**config.mk**
```make
export PLATFORM = sky130hd
export DESIGN_NAME = ppgen
export DESIGN_NICKNAME = d
export VERILOG_FILES = /design/src/rtl/ppgen.sv
export SDC_FILE = /design/constraint.sdc
export NUM_CORES = 1
export LEC_CHECK = 0
export ABC_AREA = 0
export BUFFER_PORTS_ARGS = -buffer_cell sky130_fd_sc_hd__buf_2
export CAP_MARGIN = 20
export CORE_MARGIN = 8
export CORE_UTILIZATION = 30
export CTS_CLUSTER_SIZE = 8
export DETAILED_ROUTE_END_ITERATION = 6
export PLACE_DENSITY = 0.62
export RECOVER_POWER = 25
export SYNTH_ARGS = -nofsm -noshare
export SYNTH_HDL_FRONTEND = slang
export SYNTH_SLANG_ARGS = --single-unit
```
**constraint.sdc**
```tcl
create_clock -name clk -period 2.3 [get_ports clk]
set_input_delay 0.345 -clock clk [delete_from_list [all_inputs] [get_ports clk]]
set_output_delay 0.345 -clock clk [all_outputs]
set_load 0.02 [all_outputs]
```
**src/rtl/ppgen.sv**
```systemverilog
// ppgen: 12x12 signed Baugh-Wooley partial-product generator with a
// valid/ready handshake and a saturating counter of zero-operand pairs.
//
// Build option:
//    PPGEN_PIPE2_EN  defined   -> operand register stage ahead of the pp
//                                 register (latency 2, capacity 2)
//    PPGEN_PIPE2_EN  undefined -> single pp register stage (latency 1)
//
// The array omits the constant 1s at columns 12 and 23; the downstream
// compressor tree adds them. Port list and zero_cnt behaviour do not
// depend on the build option.

module ppgen (
   input  logic         clk,
   input  logic         rst_n,
   input  logic         in_valid,
   output logic         in_ready,
   input  logic [11:0]  a,
   input  logic [11:0]  b,
   output logic         out_valid,
   input  logic         out_ready,
   output logic [143:0] pp,
   input  logic         clr_cnt,
   output logic [15:0]  zero_cnt
);

   localparam int W = 12;
   localparam logic [15:0] CNT_MAX = 16'hFFFF;

   logic           accept;
   logic           out_free;
   logic           pp_load;
   logic           zero_pair;
   logic [W-1:0]   op_a;
   logic [W-1:0]   op_b;
   logic [143:0]   pp_next;

   assign accept    = in_valid && in_ready;
   assign out_free  = !out_valid || out_ready;
   assign zero_pair = (a == '0) || (b == '0);

`ifdef PPGEN_PIPE2_EN
   logic           s1_valid;
   logic [W-1:0]   s1_a;
   logic [W-1:0]   s1_b;

   // Stage 1 drains into the pp register whenever that register is empty
   // or being consumed this cycle; a new pair may enter behind it.
   assign pp_load  = s1_valid && out_free;
   assign in_ready = !s1_valid || out_free;
   assign op_a     = s1_a;
   assign op_b     = s1_b;

   // Operand stage occupancy.
   always_ff @(posedge clk or negedge rst_n) begin
      if (!rst_n) begin
         s1_valid <= 1'b0;
      end else if (accept) begin
         s1_valid <= 1'b1;
      end else if (pp_load) begin
         s1_valid <= 1'b0;
      end
   end

   // Operand capture; only an accepted pair is ever loaded.
   always_ff @(posedge clk or negedge rst_n) begin
      if (!rst_n) begin
         s1_a <= '0;
         s1_b <= '0;
      end else if (accept) begin
         s1_a <= a;
         s1_b <= b;
      end
   end
`else
   // Single stage: the pp register takes the pair straight from the ports.
   assign pp_load  = accept;
   assign in_ready = out_free;
   assign op_a     = a;
   assign op_b     = b;
`endif

   // Baugh-Wooley array: terms involving exactly one sign bit are inverted,
   // the sign*sign term and the magnitude*magnitude terms are plain ANDs.
   always_comb begin
      pp_next = '0;
      for (int i = 0; i < W; i++) begin
         for (int j = 0; j < W; j++) begin
            if ((i == W-1) == (j == W-1)) begin
               pp_next[W*i+j] = op_a[j] & op_b[i];
            end else begin
               pp_next[W*i+j] = ~(op_a[j] & op_b[i]);
            end
         end
      end
   end

   // Output register: loads only on a transfer into it, holds otherwise.
   always_ff @(posedge clk or negedge rst_n) begin
      if (!rst_n) begin
         pp <= '0;
      end else if (pp_load) begin
         pp <= pp_next;
      end
   end

   // Output valid: a load wins over a completion so back-to-back results
   // keep out_valid high with no bubble.
   always_ff @(posedge clk or negedge rst_n) begin
      if (!rst_n) begin
         out_valid <= 1'b0;
      end else if (pp_load) begin
         out_valid <= 1'b1;
      end else if (out_ready) begin
         out_valid <= 1'b0;
      end
   end

   // Zero-operand counter, counted at acceptance; clear has priority.
   always_ff @(posedge clk or negedge rst_n) begin
      if (!rst_n) begin
         zero_cnt <= '0;
      end else if (clr_cnt) begin
         zero_cnt <= '0;
      end else if (accept && zero_pair && (zero_cnt != CNT_MAX)) begin
         zero_cnt <= zero_cnt + 16'd1;
      end
   end

endmodule

```
==> flow_metrics.env <==
export IMPL_pin_count=191
export IMPL_core_area_um2=21760
export IMPL_die_area_um2=27060
export IMPL_whs_path_depth=2
export IMPL_status="finished, violations left"
export IMPL_cp_max_fo=12
export IMPL_cts_hold_buf=1
export IMPL_clk_pin_slew_ns=0.07
export IMPL_dp_slack_ns=-0.1851
export IMPL_clock_fmax_mhz=480.3
export IMPL_rows=54
export IMPL_ir_worst_vdd_mv=0.3776
export IMPL_grt_setup_unrepaired="no"
export IMPL_cts_buffer_depth=2
export IMPL_r2r_start="zero_cnt[13]"
export IMPL_design_area_um2=8700
export IMPL_netlist_area_um2=6615
export IMPL_post_dp_hpwl_mm=15.54
export IMPL_synth_cell_types=32
export IMPL_fin_crit_ns=2.082
export IMPL_vias=5766
export IMPL_grt_use_total_pct=16.92
export IMPL_finalSetupViolCount=0
export IMPL_ctsResizeCount=0
export IMPL_hold_slack_ns=0.2089
export IMPL_hold_end="out_valid"
export IMPL_synthToLayoutAreaGrowth_pct=31.51
export IMPL_io_buffers=190
export IMPL_postSynthCellCount=728
export IMPL_htree_levels=4
export IMPL_place_area_um2=8160
export IMPL_finalHoldViolCount=0
export IMPL_synth_seq_cells=161
export IMPL_antenna_found_initial=0
export IMPL_violations="max-capacitance violations, max-slew violations"
export IMPL_synth_warnings=0
export IMPL_postSynthAreaPerCell_um2=9.087
export IMPL_hp_start="in_valid"
export IMPL_startpoint_type="primary input"
export IMPL_slew_headroom_pct=-12.45
export IMPL_cp_end_kind="flip-flop"
export IMPL_drt_initial_drc_count=415
export IMPL_required_ns=2.64
export IMPL_grt_max_degree=62
export IMPL_wire_per_inst_um=18.59
export IMPL_wl_mm=22.65
export IMPL_reg2reg_slack_ns=0.25
export IMPL_initial_utilization_pct=30.41
export IMPL_slew_viol_final=59
export IMPL_fin_ws_ns=0.2180
export IMPL_die_h_um=164.5
export IMPL_synthesis_nets=758
export IMPL_power_density_nw_per_um2=825.0
export IMPL_dr_pass1_iters=5
export IMPL_cts_made_buffers=17
export IMPL_cts_tree="yes"
export IMPL_clock_latency_ns=0.42
export IMPL_drc=0
export IMPL_grt_overflow=0
export IMPL_clock_sinks=161
export IMPL_utilization_pct=39.99
export IMPL_period_share_pct=90.52
export IMPL_place_gp_congestion=0.7881
export IMPL_via_per_inst=4.734
export IMPL_ant_nets=0
export IMPL_hp_class="primary input to flip-flop"
export IMPL_root_buffer="clkbuf_16"
export IMPL_r2r_end="zero_cnt[11]"
export IMPL_drive_gt1_share_pct=29.21
export IMPL_cp_arrival_ns=2.42
export IMPL_cts_setup_buffers=0
export IMPL_seq_area_frac_synth_pct=60.90
export IMPL_maxCapViolCount=1
export IMPL_skew_ns=0.009954
export IMPL_leakagePower_nw=4.270
export IMPL_worst_pin_slew_ns=1.687
export IMPL_ff2ff_path_depth=6
export IMPL_grt_pass1_vias=5757
export IMPL_antenna_cells=0
export IMPL_nNetsFinal=955
export IMPL_grt_pass1_wl_mm=34.68
export IMPL_crit_type="primary input to flip-flop"
export IMPL_die_w_um=164.5
-- synthesized netlist by cell type --
master,n,share of area [%]
nand2_1,253,14
dfrtp_1,161,61
o21ai_0,124,9.4
clkbuf_1,51,2.9
nor2_1,28,1.6
a31oi_1,23,2.2
a21oi_1,12,0.91
buf_2,9,0.68
nand3_1,8,0.61
nor4_1,7,0.66
o31ai_1,6,0.68
or4_1,6,0.68
nor2b_1,5,0.47
and4_1,3,0.40
mux2_2,3,0.51
nand4_1,3,0.28
nor3_1,3,0.23
o41ai_1,3,0.40
and2_1,2,0.19
and3_1,2,0.19
inv_1,2,0.11
nand2b_1,2,0.19
nand3b_1,2,0.23
or4b_1,2,0.30
buf_1,1,0.057
buf_6,1,0.17
ha_1,1,0.19
nor3b_1,1,0.11
nor4b_1,1,0.13
o22a_1,1,0.13
o22ai_1,1,0.095
or3_1,1,0.095
-- routing by layer --
metal / track usage (%) / vias up / routed length, um
met5: 0 / - / 0
met4: 4.791 / 0 / 306
met3: 3.814 / 15 / 1620
met2: 27.74 / 163 / 10850
met1: 22.09 / 2767 / 9870
li1: - / 2821 / -
-- kinds of logic after synthesis --
| family | count (synthesis) | share of synthesized area, % |
|---|---|---|
| AND/OR/NAND/NOR | 329 | 20.71 |
| AO/OA/AOI/OAI | 170 | 13.77 |
| flip-flops | 161 | 60.90 |
| buffers and inverters | 64 | 3.915 |
| multiplexers | 3 | 0.5107 |
| adder cells (fa/ha/maj) | 1 | 0.1891 |
-- power by group --
| part | switching (mW) | internal [mW] |
|---|---|---|
| clock network | 1.22 | 1.40 |
| logic | 0.895 | 0.393 |
| registers | 0.166 | 3.11 |
| total | 2.28 | 4.90 |
-- through the flow --
stage          TNS [ns]  total power, mW  cells
2_1_floorplan         0            3.990    728
3_3_place_gp     -1.466            4.612   1185
3_5_place_dp     -1.409            4.636   1185
4_1_cts               0            7.290   1218
5_1_grt               0            7.526   1218
6_report              0            7.177   1218
-- layout by cell type (no fill, tap or decap), types with 9 or more instances in the layout --
| cell type | n |
|---|---|
| nand2_1 | 252 |
| buf_2 | 189 |
| dfrtp_1 | 161 |
| o21ai_0 | 124 |
| buf_4 | 40 |
| nor2_1 | 28 |
| a31oi_1 | 23 |
| clkbuf_16 | 17 |
| a21oi_1 | 12 |
| buf_12 | 9 |
-- worst max-delay path, cell delays in order --
cell and delay [ns]:
buf_2 0.11, nor4_1 0.49, buf_4 0.19, nand3_1 0.09, o22a_1 0.31, buf_4 0.21, or4_1 0.50, a21oi_1 0.16
-- area by class of cell --
type	count	area [um2]
fill	2199	13060
clock buffer	19	432.9
multi-input combinational	503	2336
timing repair buffer	240	1441
clock inverter	13	102.6
inverter	2	7.507
sequential	161	4029
tap	280	350.3
-- worst max-delay path by stage --
stage                          from           end  slack [ns]
after CTS                      a[9]   zero_cnt[4]        0.24
after global routing          rst_n       pp[103]        0.07
final                          a[9]   zero_cnt[4]        0.22
after detailed placement       a[9]   zero_cnt[4]       -0.19
after global placement         a[9]   zero_cnt[3]       -0.18
after floorplan           out_valid  zero_cnt[11]        0.30
-- registers in the layout, summed over array words and instances (netlist names) --
register,cells
zero_cnt,16
pp,144
out_valid,1
No activity file was read; power rests on OpenSTA's default activity.
